`config.mk`:
```
export PLATFORM = sky130hd
export DESIGN_NAME = dispense_cmd_tx
export DESIGN_NICKNAME = d
export VERILOG_FILES = /design/src/rtl/dispense_pkg.sv /design/src/rtl/sync_2ff.sv /design/src/rtl/dispense_cmd_tx.sv
export SDC_FILE = /design/constraint.sdc
export NUM_CORES = 1
export LEC_CHECK = 0
export BUFFER_PORTS_ARGS = -buffer_cell sky130_fd_sc_hd__buf_2
export CAP_MARGIN = 30
export CORE_MARGIN = 2
export CORE_UTILIZATION = 35
export DETAILED_ROUTE_END_ITERATION = 10
export MAX_ROUTING_LAYER = met4
export SLEW_MARGIN = 20
export SYNTH_ARGS = -nofsm -noshare
export SYNTH_HDL_FRONTEND = slang
export SYNTH_SLANG_ARGS = --single-unit
```
`constraint.sdc`:
```
create_clock -name clk_x1 -period 3.2 [get_ports clk_x1]
set_input_delay 0.48 -clock clk_x1 [delete_from_list [all_inputs] [get_ports clk_x1]]
set_output_delay 0.48 -clock clk_x1 [all_outputs]
set_load 0.02 [all_outputs]
```
`src/rtl/dispense_pkg.sv`:
```
// Shared types and constants for the dispenser command transmitter.
// Holds the FSM state encoding and the command field widths.
package dispense_pkg;

  localparam int STATE_W = 3;
  localparam int AMT_W   = 2;

  localparam logic [STATE_W-1:0] IDLE_CODE = 3'b000;

  typedef enum logic [2:0] {
    IDLE,
    SETUP,
    ASSERT,
    RELEASE,
    BACKOFF
  } fsm_t;

endpackage

```
`src/rtl/sync_2ff.sv`:
```
// Two-flop synchronizer for the asynchronous acknowledge from the dispenser.
module sync_2ff (
  input  logic clk,
  input  logic rst,
  input  logic d,
  output logic q
);

  logic meta;

  always_ff @(posedge clk) begin
    if (rst) begin
      meta <= 1'b0;
      q    <= 1'b0;
    end else begin
      meta <= d;
      q    <= meta;
    end
  end

endmodule

```
`src/rtl/dispense_cmd_tx.sv`:
```
// Sends one state/amount command to the dispenser controller using a
// candyflag/signalrecieved four-phase handshake with timeout and retry.
module dispense_cmd_tx
  import dispense_pkg::*;
#(
  parameter int SETUP_CYC   = 4,
  parameter int TIMEOUT_CYC = 12000,
  parameter int MAX_RETRY   = 3
) (
  input  logic               clk_x1,
  input  logic               rst,
  input  logic               cmd_valid,
  input  logic [STATE_W-1:0] cmd_state,
  input  logic [AMT_W-1:0]   cmd_amount,
  output logic               cmd_ready,
  output logic [STATE_W-1:0] teststate,
  output logic [AMT_W-1:0]   stateamount,
  output logic               candyflag,
  input  logic               signalrecieved,
  output logic               busy,
  output logic               done,
  output logic               err
);

  localparam int CNT_W = $clog2(TIMEOUT_CYC + 1);
  localparam int RTY_W = (MAX_RETRY > 0) ? $clog2(MAX_RETRY + 1) : 1;

  // SETUP is checked one cycle later than BACKOFF because the acceptance
  // edge itself is the first cycle of SETUP-hold time.
  localparam logic [CNT_W-1:0] SETUP_LIM   = CNT_W'(SETUP_CYC);
  localparam logic [CNT_W-1:0] BACKOFF_LIM = CNT_W'(SETUP_CYC - 1);
  localparam logic [CNT_W-1:0] TO_LIM      = CNT_W'(TIMEOUT_CYC - 1);
  localparam logic [CNT_W-1:0] CNT_MAX     = CNT_W'(TIMEOUT_CYC);
  localparam logic [RTY_W-1:0] RTY_MAX     = RTY_W'(MAX_RETRY);

  fsm_t             state;
  logic [CNT_W-1:0] cnt;
  logic [RTY_W-1:0] retry;
  logic             ack_s;
  logic             retry_ok;

  sync_2ff u_ack_sync (
    .clk (clk_x1),
    .rst (rst),
    .d   (signalrecieved),
    .q   (ack_s)
  );

  assign retry_ok = (retry < RTY_MAX);

  always_ff @(posedge clk_x1) begin
    if (rst) begin
      state       <= IDLE;
      cnt         <= '0;
      retry       <= '0;
      teststate   <= '0;
      stateamount <= '0;
      candyflag   <= 1'b0;
      busy        <= 1'b0;
      cmd_ready   <= 1'b1;
      done        <= 1'b0;
      err         <= 1'b0;
    end else begin
      done <= 1'b0;
      err  <= 1'b0;
      if (cnt != CNT_MAX) cnt <= cnt + 1'b1;

      case (state)
        IDLE: begin
          cnt <= '0;
          if (cmd_valid) begin
            if (cmd_state == IDLE_CODE) begin
              err <= 1'b1;
            end else begin
              teststate   <= cmd_state;
              stateamount <= cmd_amount;
              retry       <= '0;
              busy        <= 1'b1;
              cmd_ready   <= 1'b0;
              state       <= SETUP;
            end
          end
        end

        SETUP: begin
          if (cnt >= SETUP_LIM && !ack_s) begin
            candyflag <= 1'b1;
            cnt       <= '0;
            state     <= ASSERT;
          end else if (cnt >= TO_LIM) begin
            cnt <= '0;
            if (retry_ok) begin
              retry <= retry + 1'b1;
              state <= BACKOFF;
            end else begin
              err         <= 1'b1;
              busy        <= 1'b0;
              cmd_ready   <= 1'b1;
              teststate   <= '0;
              stateamount <= '0;
              state       <= IDLE;
            end
          end
        end

        ASSERT: begin
          if (ack_s) begin
            candyflag <= 1'b0;
            cnt       <= '0;
            state     <= RELEASE;
          end else if (cnt >= TO_LIM) begin
            candyflag <= 1'b0;
            cnt       <= '0;
            if (retry_ok) begin
              retry <= retry + 1'b1;
              state <= BACKOFF;
            end else begin
              err         <= 1'b1;
              busy        <= 1'b0;
              cmd_ready   <= 1'b1;
              teststate   <= '0;
              stateamount <= '0;
              state       <= IDLE;
            end
          end
        end

        RELEASE: begin
          // release wins over a timeout landing on the same edge
          if (!ack_s || cnt >= TO_LIM) begin
            done        <= !ack_s;
            err         <= ack_s;
            cnt         <= '0;
            busy        <= 1'b0;
            cmd_ready   <= 1'b1;
            teststate   <= '0;
            stateamount <= '0;
            state       <= IDLE;
          end
        end

        BACKOFF: begin
          if (cnt >= BACKOFF_LIM) begin
            candyflag <= 1'b1;
            cnt       <= '0;
            state     <= ASSERT;
          end
        end

        default: begin
          candyflag   <= 1'b0;
          cnt         <= '0;
          busy        <= 1'b0;
          cmd_ready   <= 1'b1;
          teststate   <= '0;
          stateamount <= '0;
          state       <= IDLE;
        end
      endcase
    end
  end

endmodule
```
==> impl_metrics.json, run 1 <==
{
  "synth.distinct_cells": 57,
  "timing.final.ws_setup_ns": 0.724,
  "required_ns": 3.33,
  "r2r-start": "cnt[0]",
  "grt_pass1_vias": 1453,
  "hold-worst-slack_ns": 0.405,
  "die_h_um": 76.3,
  "cp_max_fo": 8,
  "num_vias": 1510,
  "antenna_left": 0,
  "cts_setup_buffers": 0,
  "status": "completed",
  "cts_made_buffers": 5,
  "syn-num-nets": 214,
  "async_reset_ff_frac": 0,
  "crit_path_start_kind": "flip-flop",
  "share_comb_of_total_power": 0.118,
  "fin_crit_ns": 2.48,
  "gr-total-overflow": 0,
  "first_pass_iters": 4,
  "powerDensity_nw_per_um2": 383,
  "startpoint": "cnt[0]",
  "routed_wl_mm": 3.89,
  "min_period_over_period": 0.774,
  "synth_ff_type": "dfxtp_1",
  "die_w_um": 76.3,
  "grt_antenna_before_repair": 0,
  "ir_drop_uv": 123,
  "final_common_cell": "dfxtp_1",
  "fin_skew_ns": 0.00410,
  "worstMarginPinSlew_ns": 0.705,
  "slew_headroom": 0.530,
  "final_area_um2": 2030,
  "synth_edf_count": 0,
  "cts_hold_buffers": 0,
  "pre_cts_ws_ns": 0.756,
  "switching_share": 0.256,
  "rows": 26,
  "rsz0062_at_grt": "false",
  "grt_start_max_net_pins": 37,
  "fmax_ghz": 0.404,
  "syn_area_um2": 1830,
  "setup_tns_ns": 0,
  "regToRegEndpoint": "cnt[2]",
  "fp.dieArea_um2": 5820,
  "final_nets": 229,
  "synthCells": 202,
  "drv_slew": 0,
  "place_hpwl_mm": 2.68,
  "start_util": 0.360,
  "cts-htree-levels": 2,
  "wl_per_cell_um": 13.6,
  "drc": 0,
  "clock_path_buffers": 2,
  "power_frac_clock": 0.358,
  "ys.warnings.count": 0,
  "viasPerCell": 5.28,
  "setup_viol": 0,
  "path_clk_slew_ns": 0.06,
  "intPower_uw": 579,
  "layout_common_cells": "dfxtp_1, buf_2, nand2_1",
  "postPlaceCellArea_um2": 1960,
  "hold_violations": 0,
  "crit_arrival_ns": 2.61,
  "grt_use_total": 0.148,
  "switchingPower_uw": 199,
  "syn2layout_area_growth_pct": 11.0,
  "p_leak_uw": 0.000728,
  "hold_class": "primary input to flip-flop",
  "yosysSeqAreaShare": 0.339,
  "root_buffer": "clkbuf_8",
  "seq_power_share": 0.524,
  "antennaDiodeCount": 0,
  "syn_avg_cell_area_um2": 9.05,
  "portBuffers": 18,
  "drive_gt1_frac": 0.213,
  "gp_congestion": 0.889,
  "critical_path_class": "flip-flop to flip-flop",
  "cap_violations": 0,
  "ys_ff_latch": 31,
  "clkLatencyLatePin_ns": 0.28,
  "end_kind": "flip-flop",
  "ios": 19,
  "grt_pass1_wl_mm": 6.94,
  "fillers": 521,
  "rrSetupSlack_ns": 0.72,
  "cts_tree": "done",
  "first_iter_violations": 78,
  "cts_resized": 0,
  "reg2regPathDepth": 7,
  "core_area_um2": 5070,
  "worstSetupEndpoint": "cnt[2]",
  "cts_sinks": 31
}
[metal layers]
| metal | vias up | global-route usage | part of all wire |
|---|---|---|---|
| met5 | - | - | 0 |
| met4 | 0 | 0.0655 | 0.023 |
| met3 | 9 | 0.0391 | 0.039 |
| met2 | 34 | 0.218 | 0.45 |
| met1 | 701 | 0.192 | 0.48 |
| li1 | 766 | - | - |
[synthesized netlist by cell type (all sizes together) (2+ instances only)]
master,instances,area (um2)
buf,5,37.5
mux2i,6,60.1
xnor2,4,35.0
a31oi,7,50.1
inv,6,22.5
nor2b,7,43.8
and3,4,25.0
clkbuf,7,27.5
nor3,19,140
nand3,8,40.0
dfxtp,31,621
nand2,12,45.0
nand2b,11,68.8
a21o,2,15.0
o211ai,2,20.0
a41oi,3,33.8
nand4,8,65.1
nor2,11,41.3
nor4,3,25.0
xor2,8,70.1
or2,3,18.8
o21ai,3,15.0
ha,3,37.5
mux2,3,37.5
o22ai,2,12.5
nor3b,2,15.0
and4,2,17.5
a21oi,2,10.0
[through the flow]
step | power [uW] | util | std cells
after floorplan | 483 | - | 202
after global placement | 508 | 0.385 | 280
after detailed placement | 507 | 0.385 | 280
after CTS | 788 | 0.400 | 286
after global routing | 812 | 0.400 | 286
final | 778 | 0.400 | 286
[cell families (layout without fill, tap and decap cells)]
family,count (synthesis),count (layout),synth area share
compound gates,32,32,0.146
xor+xnor,12,12,0.0575
fa+ha+maj,3,3,0.0205
buf+inv,18,32,0.0479
flops,31,31,0.339
mux,9,9,0.0534
simple gates,97,97,0.335
[critical path: stages (launching register included)]
cell	delay, ns
dfxtp_1	0.38
ha_1	0.34
a41oi_2	0.21
o32ai_4	0.47
nor2_1	0.12
a31oi_2	0.46
buf_4	0.28
a211oi_1	0.06
[how the worst min path moves through the flow]
stage / from / to / slack [ns] / cells past startpoint
6_report: signalrecieved / u_ack_sync.meta / 0.40 / 2
5_1_grt: signalrecieved / u_ack_sync.meta / 0.44 / 2
4_1_cts: signalrecieved / u_ack_sync.meta / 0.40 / 2
3_5_place_dp: u_ack_sync.meta / u_ack_sync.q / 0.44 / 1
3_3_place_gp: u_ack_sync.meta / u_ack_sync.q / 0.43 / 1
2_1_floorplan: u_ack_sync.meta / u_ack_sync.q / 0.41 / 1
[power groups by stage]
stage               sequential, uW  clock [uW]  combinational [uW]
floorplan                      420           0                62.5
global placement               416           0                91.8
detailed placement             416           0                91.4
CTS                            407         288                92.3
global route                   409         303                 100
finish                         408         279                91.6
[sequential cells by signal (all words and copies together) (netlist names)]
| name | count |
|---|---|
| cnt | 14 |
| state | 3 |
| teststate | 3 |
| retry | 2 |
| stateamount | 2 |
| busy | 1 |
| candyflag | 1 |
| cmd_ready | 1 |
| done | 1 |
| err | 1 |
| u_ack_sync.meta | 1 |
| u_ack_sync.q | 1 |
[area by class of cell]
class                           count  area [um2]  area share
Multi-Input combinational cell    153        1120       0.552
Sequential cell                    31         621       0.306
Timing Repair Buffer               20         105      0.0518
Tap cell                           70        87.6      0.0432
Clock buffer                        6        72.6      0.0358
Inverter                            6        22.5      0.0111
Power figures use the tool's default switching activity.
==> run 2, diff against run 1 <==
==> constraint.sdc (replaced) <==
create_clock -name clk_x1 -period 2.02 [get_ports clk_x1]
set_input_delay 0.303 -clock clk_x1 [delete_from_list [all_inputs] [get_ports clk_x1]]
set_output_delay 0.303 -clock clk_x1 [all_outputs]
set_load 0.02 [all_outputs]
==> run 2 against run 1 <==
Effect of this change:
- die area stayed put
- non-clock buffer count is 22 higher
- wire length is 7.3% higher
- clock skew is 0.0052 ns higher
- global-route usage is 0.80 points higher
- clock-buffer cell count is 2 higher
- clock power is 94% higher
- register-to-register slack worse by 0.62 ns
- sequential share of layout area is 3.3 points lower
- flip-flop and latch count stayed put
- cell area is 13% higher
- combinational power is 89% higher
- critical path type unchanged
==> impl_metrics.json, run 2 (synthesis gave the netlist of run 1 again) <==
{
  "status": "completed",
  "crit_arrival_ns": 2.09,
  "fmax_ghz": 0.523,
  "ios": 19,
  "reg_top3": "cnt x14, state x3, teststate x3",
  "cts_made_buffers": 5,
  "cts_sinks": 31,
  "hold_class": "primary input to flip-flop",
  "viasPerCell": 5.28,
  "grt_antenna_before_repair": 0,
  "gr-total-overflow": 0,
  "r2r-start": "cnt[0]",
  "rrSetupSlack_ns": 0.11,
  "antennaDiodeCount": 0,
  "powerDensity_nw_per_um2": 590,
  "wl_per_cell_um": 13.5,
  "p_leak_uw": 0.000871,
  "regMostFlops": "cnt",
  "root_buffer": "clkbuf_8",
  "startpoint": "cnt[0]",
  "grt_pass1_wl_mm": 7.19,
  "cts_hold_buffers": 0,
  "setup_viol": 0,
  "end_kind": "flip-flop",
  "dp.cells": 300,
  "rows": 26,
  "die_w_um": 76.3,
  "grt_pass1_vias": 1523,
  "worstMarginPinSlew_ns": 0.542,
  "hold_violations": 0,
  "regToRegEndpoint": "stateamount[1]",
  "critical_path_class": "flip-flop to flip-flop",
  "clkLatencyLatePin_ns": 0.29,
  "fp.dieArea_um2": 5820,
  "slew_headroom": 0.630,
  "worstSetupEndpoint": "stateamount[1]",
  "first_iter_violations": 145,
  "place_hpwl_mm": 3.01,
  "portBuffers": 18,
  "gp_congestion": 0.829,
  "final_core_util": 0.451,
  "rsz0062_at_grt": "false",
  "grt_start_max_net_pins": 20,
  "required_ns": 2.19,
  "cts-htree-levels": 2,
  "ir_drop_uv": 210,
  "syn2layout_area_growth_pct": 25.3,
  "drive_gt1_frac": 0.329,
  "routed_wl_mm": 4.18,
  "cp_max_fo": 5,
  "core_area_um2": 5070,
  "layout_common_cells": "dfxtp_1, buf_4, buf_2",
  "setup_tns_ns": 0,
  "cap_violations": 0,
  "final_common_cell": "dfxtp_1",
  "fin_skew_ns": 0.00932,
  "drv_slew": 0,
  "path_clk_slew_ns": 0.07,
  "num_vias": 1636,
  "cts_tree": "done",
  "clock_path_buffers": 2,
  "die_h_um": 76.3,
  "crit_path_start_kind": "flip-flop",
  "antenna_left": 0,
  "fin_cells": 310,
  "drc": 0,
  "final_nets": 251,
  "reg2regPathDepth": 7,
  "first_pass_iters": 4,
  "fin_crit_ns": 1.91,
  "largest_reg_flops": 14,
  "start_util": 0.360,
  "min_period_over_period": 0.947,
  "grt_use_total": 0.156
}
## run 2: cell count changes in the layout (fill, tap and decap cells not counted), moves of 2 or more
cell,delta
nor3_1,-2
dfxtp_2,+4
nor3_2,+2
buf_4,+21
clkbuf_8,+2
dfxtp_1,-4
## run 2: routing by layer
metal | part of all wire | vias to the layer above | wire, um | track usage
met3 | 0.047 | 6 | 198 | 0.0367
li1 | - | 812 | - | -
met2 | 0.46 | 43 | 1930 | 0.227
met1 | 0.47 | 775 | 1980 | 0.211
met4 | 0.017 | 0 | 72 | 0.0600
met5 | 0 | - | 0 | -
## run 2: worst min-delay path by stage
stage	start	end	slack (ns)	cells past startpoint
3_3_place_gp	u_ack_sync.meta	u_ack_sync.q	0.43	1
3_5_place_dp	u_ack_sync.meta	u_ack_sync.q	0.42	1
6_report	signalrecieved	u_ack_sync.meta	0.23	2
2_1_floorplan	u_ack_sync.meta	u_ack_sync.q	0.41	1
5_1_grt	signalrecieved	u_ack_sync.meta	0.24	2
4_1_cts	signalrecieved	u_ack_sync.meta	0.22	2
## run 2: per-stage QoR
step | area (um2) | setup slack [ns] | hold slack (ns) | total power [uW]
after detailed placement | 2130 | 0.0596 | 0.423 | 826
after global placement | 2130 | 0.0721 | 0.433 | 826
after global routing | 2290 | 0.00472 | 0.238 | 1420
after CTS | 2230 | 0.0280 | 0.222 | 1370
final | 2290 | 0.106 | 0.228 | 1350
after floorplan | 1840 | 0.0425 | 0.414 | 767
## run 2: cell type report
cell class                 instances  area (um2)
multi-input combinational        153        1170
sequential                        31         626
inverter                           6        22.5
tap                               70        87.6
fill                             521        2780
timing repair buffer              42         283
clock buffer                       8         100
## run 2: where the power goes
| group | switching (uW) | internal [uW] | leakage (uW) | total, uW |
|---|---|---|---|---|
| sequential | 9.93 | 629 | 0.000254 | 639 |
| combinational | 97.2 | 76.3 | 0.000566 | 173 |
| clock | 229 | 311 | 0.0000515 | 540 |
| total | 336 | 1020 | 0.000871 | 1350 |
## run 2: worst max-delay path, stage by stage (launching register included)
cell      delay, ns
dfxtp_2        0.35
ha_4           0.14
a41oi_2        0.17
or4_4          0.55
o211ai_2       0.15
nand4_4        0.13
buf_4          0.19
mux2i_1        0.12
## run 2: what timing repair did
| item | 4_1_cts | 5_1_grt |
|---|---|---|
| resized for setup | 0 | 8 |
| buffers inserted | 0 | 2 |
| endpoints found under the setup margin | 0 | 23 |
| endpoints found under the hold margin | 0 | 0 |
==> run 3, diff against run 2 <==
--- a/config.mk
+++ b/config.mk
@@ -8,9 +8,10 @@
 export BUFFER_PORTS_ARGS = -buffer_cell sky130_fd_sc_hd__buf_2
 export CAP_MARGIN = 30
 export CORE_MARGIN = 2
-export CORE_UTILIZATION = 35
+export CORE_UTILIZATION = 52
 export DETAILED_ROUTE_END_ITERATION = 10
 export MAX_ROUTING_LAYER = met4
+export PLACE_DENSITY = 0.75
 export SLEW_MARGIN = 20
 export SYNTH_ARGS = -nofsm -noshare
 export SYNTH_HDL_FRONTEND = slang
==> run 3 against run 2 <==
Effect of this change:
- die area shrank 31%
- cell area is 1.4% lower
- core utilization rose by 22 points
- flip-flop and latch count unchanged
- clock-buffer cell count shrank 2
- critical path depth did not move
- sequential power about the same
==> impl_metrics.json, run 3 (synthesis gave the netlist of run 1 again) <==
{
  "grt_start_max_net_pins": 29,
  "fin_crit_ns": 1.97,
  "wl_per_cell_um": 14.9,
  "path_clk_slew_ns": 0.11,
  "pre_cts_ws_ns": -0.0854,
  "viasPerCell": 5.75,
  "die_h_um": 63.3,
  "fin_cells": 288,
  "cts_hold_buffers": 0,
  "ir_drop_uv": 435,
  "largest_reg_flops": 14,
  "antenna_left": 0,
  "portBuffers": 18,
  "ios": 19,
  "final_core_util": 0.672,
  "startpoint": "cnt[13]",
  "first_iter_violations": 85,
  "grt_antenna_before_repair": 0,
  "setup_tns_ns": 0,
  "routed_wl_mm": 4.29,
  "min_period_over_period": 0.976,
  "final_common_cell": "dfxtp_1",
  "num_vias": 1657,
  "grt_pass1_vias": 1627,
  "reg2regPathDepth": 7,
  "end_kind": "flip-flop",
  "p_leak_uw": 0.000865,
  "drive_gt1_frac": 0.331,
  "core_area_um2": 3360,
  "syn2layout_area_growth_pct": 23.6,
  "gp_congestion": 0.911,
  "setup_viol": 0,
  "reg_top3": "cnt x14, state x3, teststate x3",
  "place_hpwl_mm": 2.89,
  "cts_made_buffers": 5,
  "total_power_uw": 1320,
  "required_ns": 2.28,
  "root_buffer": "clkbuf_4",
  "hold_violations": 0,
  "fmax_ghz": 0.507,
  "drc": 0,
  "crit_arrival_ns": 2.23,
  "regMostFlops": "cnt",
  "drv_slew": 0,
  "layout_common_cells": "dfxtp_1, buf_4, buf_2",
  "timing.final.ws_setup_ns": 0.0491,
  "dp.cells": 275,
  "die_w_um": 63.3,
  "fp.dieArea_um2": 4010,
  "gr-total-overflow": 0,
  "clkLatencyLatePin_ns": 0.34,
  "cts_sinks": 31,
  "clock_path_buffers": 2,
  "grt_use_total": 0.240,
  "cts_tree": "done",
  "grt_pass1_wl_mm": 7.34,
  "worstMarginPinSlew_ns": 0.576,
  "rrSetupSlack_ns": 0.05,
  "start_util": 0.544,
  "cts-htree-levels": 2,
  "cap_violations": 0,
  "first_pass_iters": 5,
  "antennaDiodeCount": 0,
  "fin_skew_ns": 0.00949,
  "crit_path_start_kind": "flip-flop",
  "rows": 21,
  "powerDensity_nw_per_um2": 586,
  "cp_max_fo": 5,
  "final_nets": 253,
  "status": "completed",
  "hold_class": "primary input to flip-flop",
  "worstSetupEndpoint": "stateamount[1]",
  "critical_path_class": "flip-flop to flip-flop",
  "regToRegEndpoint": "stateamount[1]",
  "r2r-start": "cnt[13]",
  "slew_headroom": 0.616
}
==> run 3: worst max-delay path: stages, from the launching register on <==
cell	delay [ns]
dfxtp_1	0.47
buf_4	0.16
nand3_1	0.10
or4_4	0.51
o211ai_4	0.14
nand4_4	0.13
buf_4	0.20
mux2i_2	0.18
==> run 3: layout make-up <==
cell class	instances	area, um2
tap	46	57.6
fill	304	1100
timing repair buffer	44	285
inverter	6	22.5
clock inverter	2	35.0
clock buffer	6	51.3
multi-input combinational	153	1180
sequential	31	628
==> run 3: worst min path at each step <==
stage	start	to	slack, ns	depth (start not counted)
final	cmd_amount[0]	stateamount[0]	0.20	3
after global routing	cmd_amount[0]	stateamount[0]	0.19	3
after CTS	cmd_amount[0]	stateamount[0]	0.20	3
after detailed placement	u_ack_sync.meta	u_ack_sync.q	0.45	1
after global placement	u_ack_sync.meta	u_ack_sync.q	0.42	1
after floorplan	u_ack_sync.meta	u_ack_sync.q	0.41	1
==> run 3: per-layer routing <==
metal / vias up / share of wire / global-route usage
met5: - / 0 / -
met4: 0 / 0.020 / 0.136
met3: 9 / 0.047 / 0.0607
met2: 51 / 0.45 / 0.355
met1: 780 / 0.48 / 0.299
li1: 817 / - / -
==> run 3: stage by stage <==
step           area, um2  hold slack, ns
3_5_place_dp        2080           0.450
3_3_place_gp        2080           0.417
2_1_floorplan       1840           0.414
4_1_cts             2180           0.201
5_1_grt             2260           0.188
6_report            2260           0.202
==> run 3: power by group <==
group	switching (uW)	internal [uW]	total (uW)
sequential	14.2	627	641
combinational	94.3	70.2	165
clock	226	292	518
total	334	989	1320
==> run 3: what timing repair did <==
item,in CTS,in global routing
gates resized for setup,1,9
pin swaps,0,4
setup buffers,0,5
setup endpoints to repair,14,22
cloned,0,0
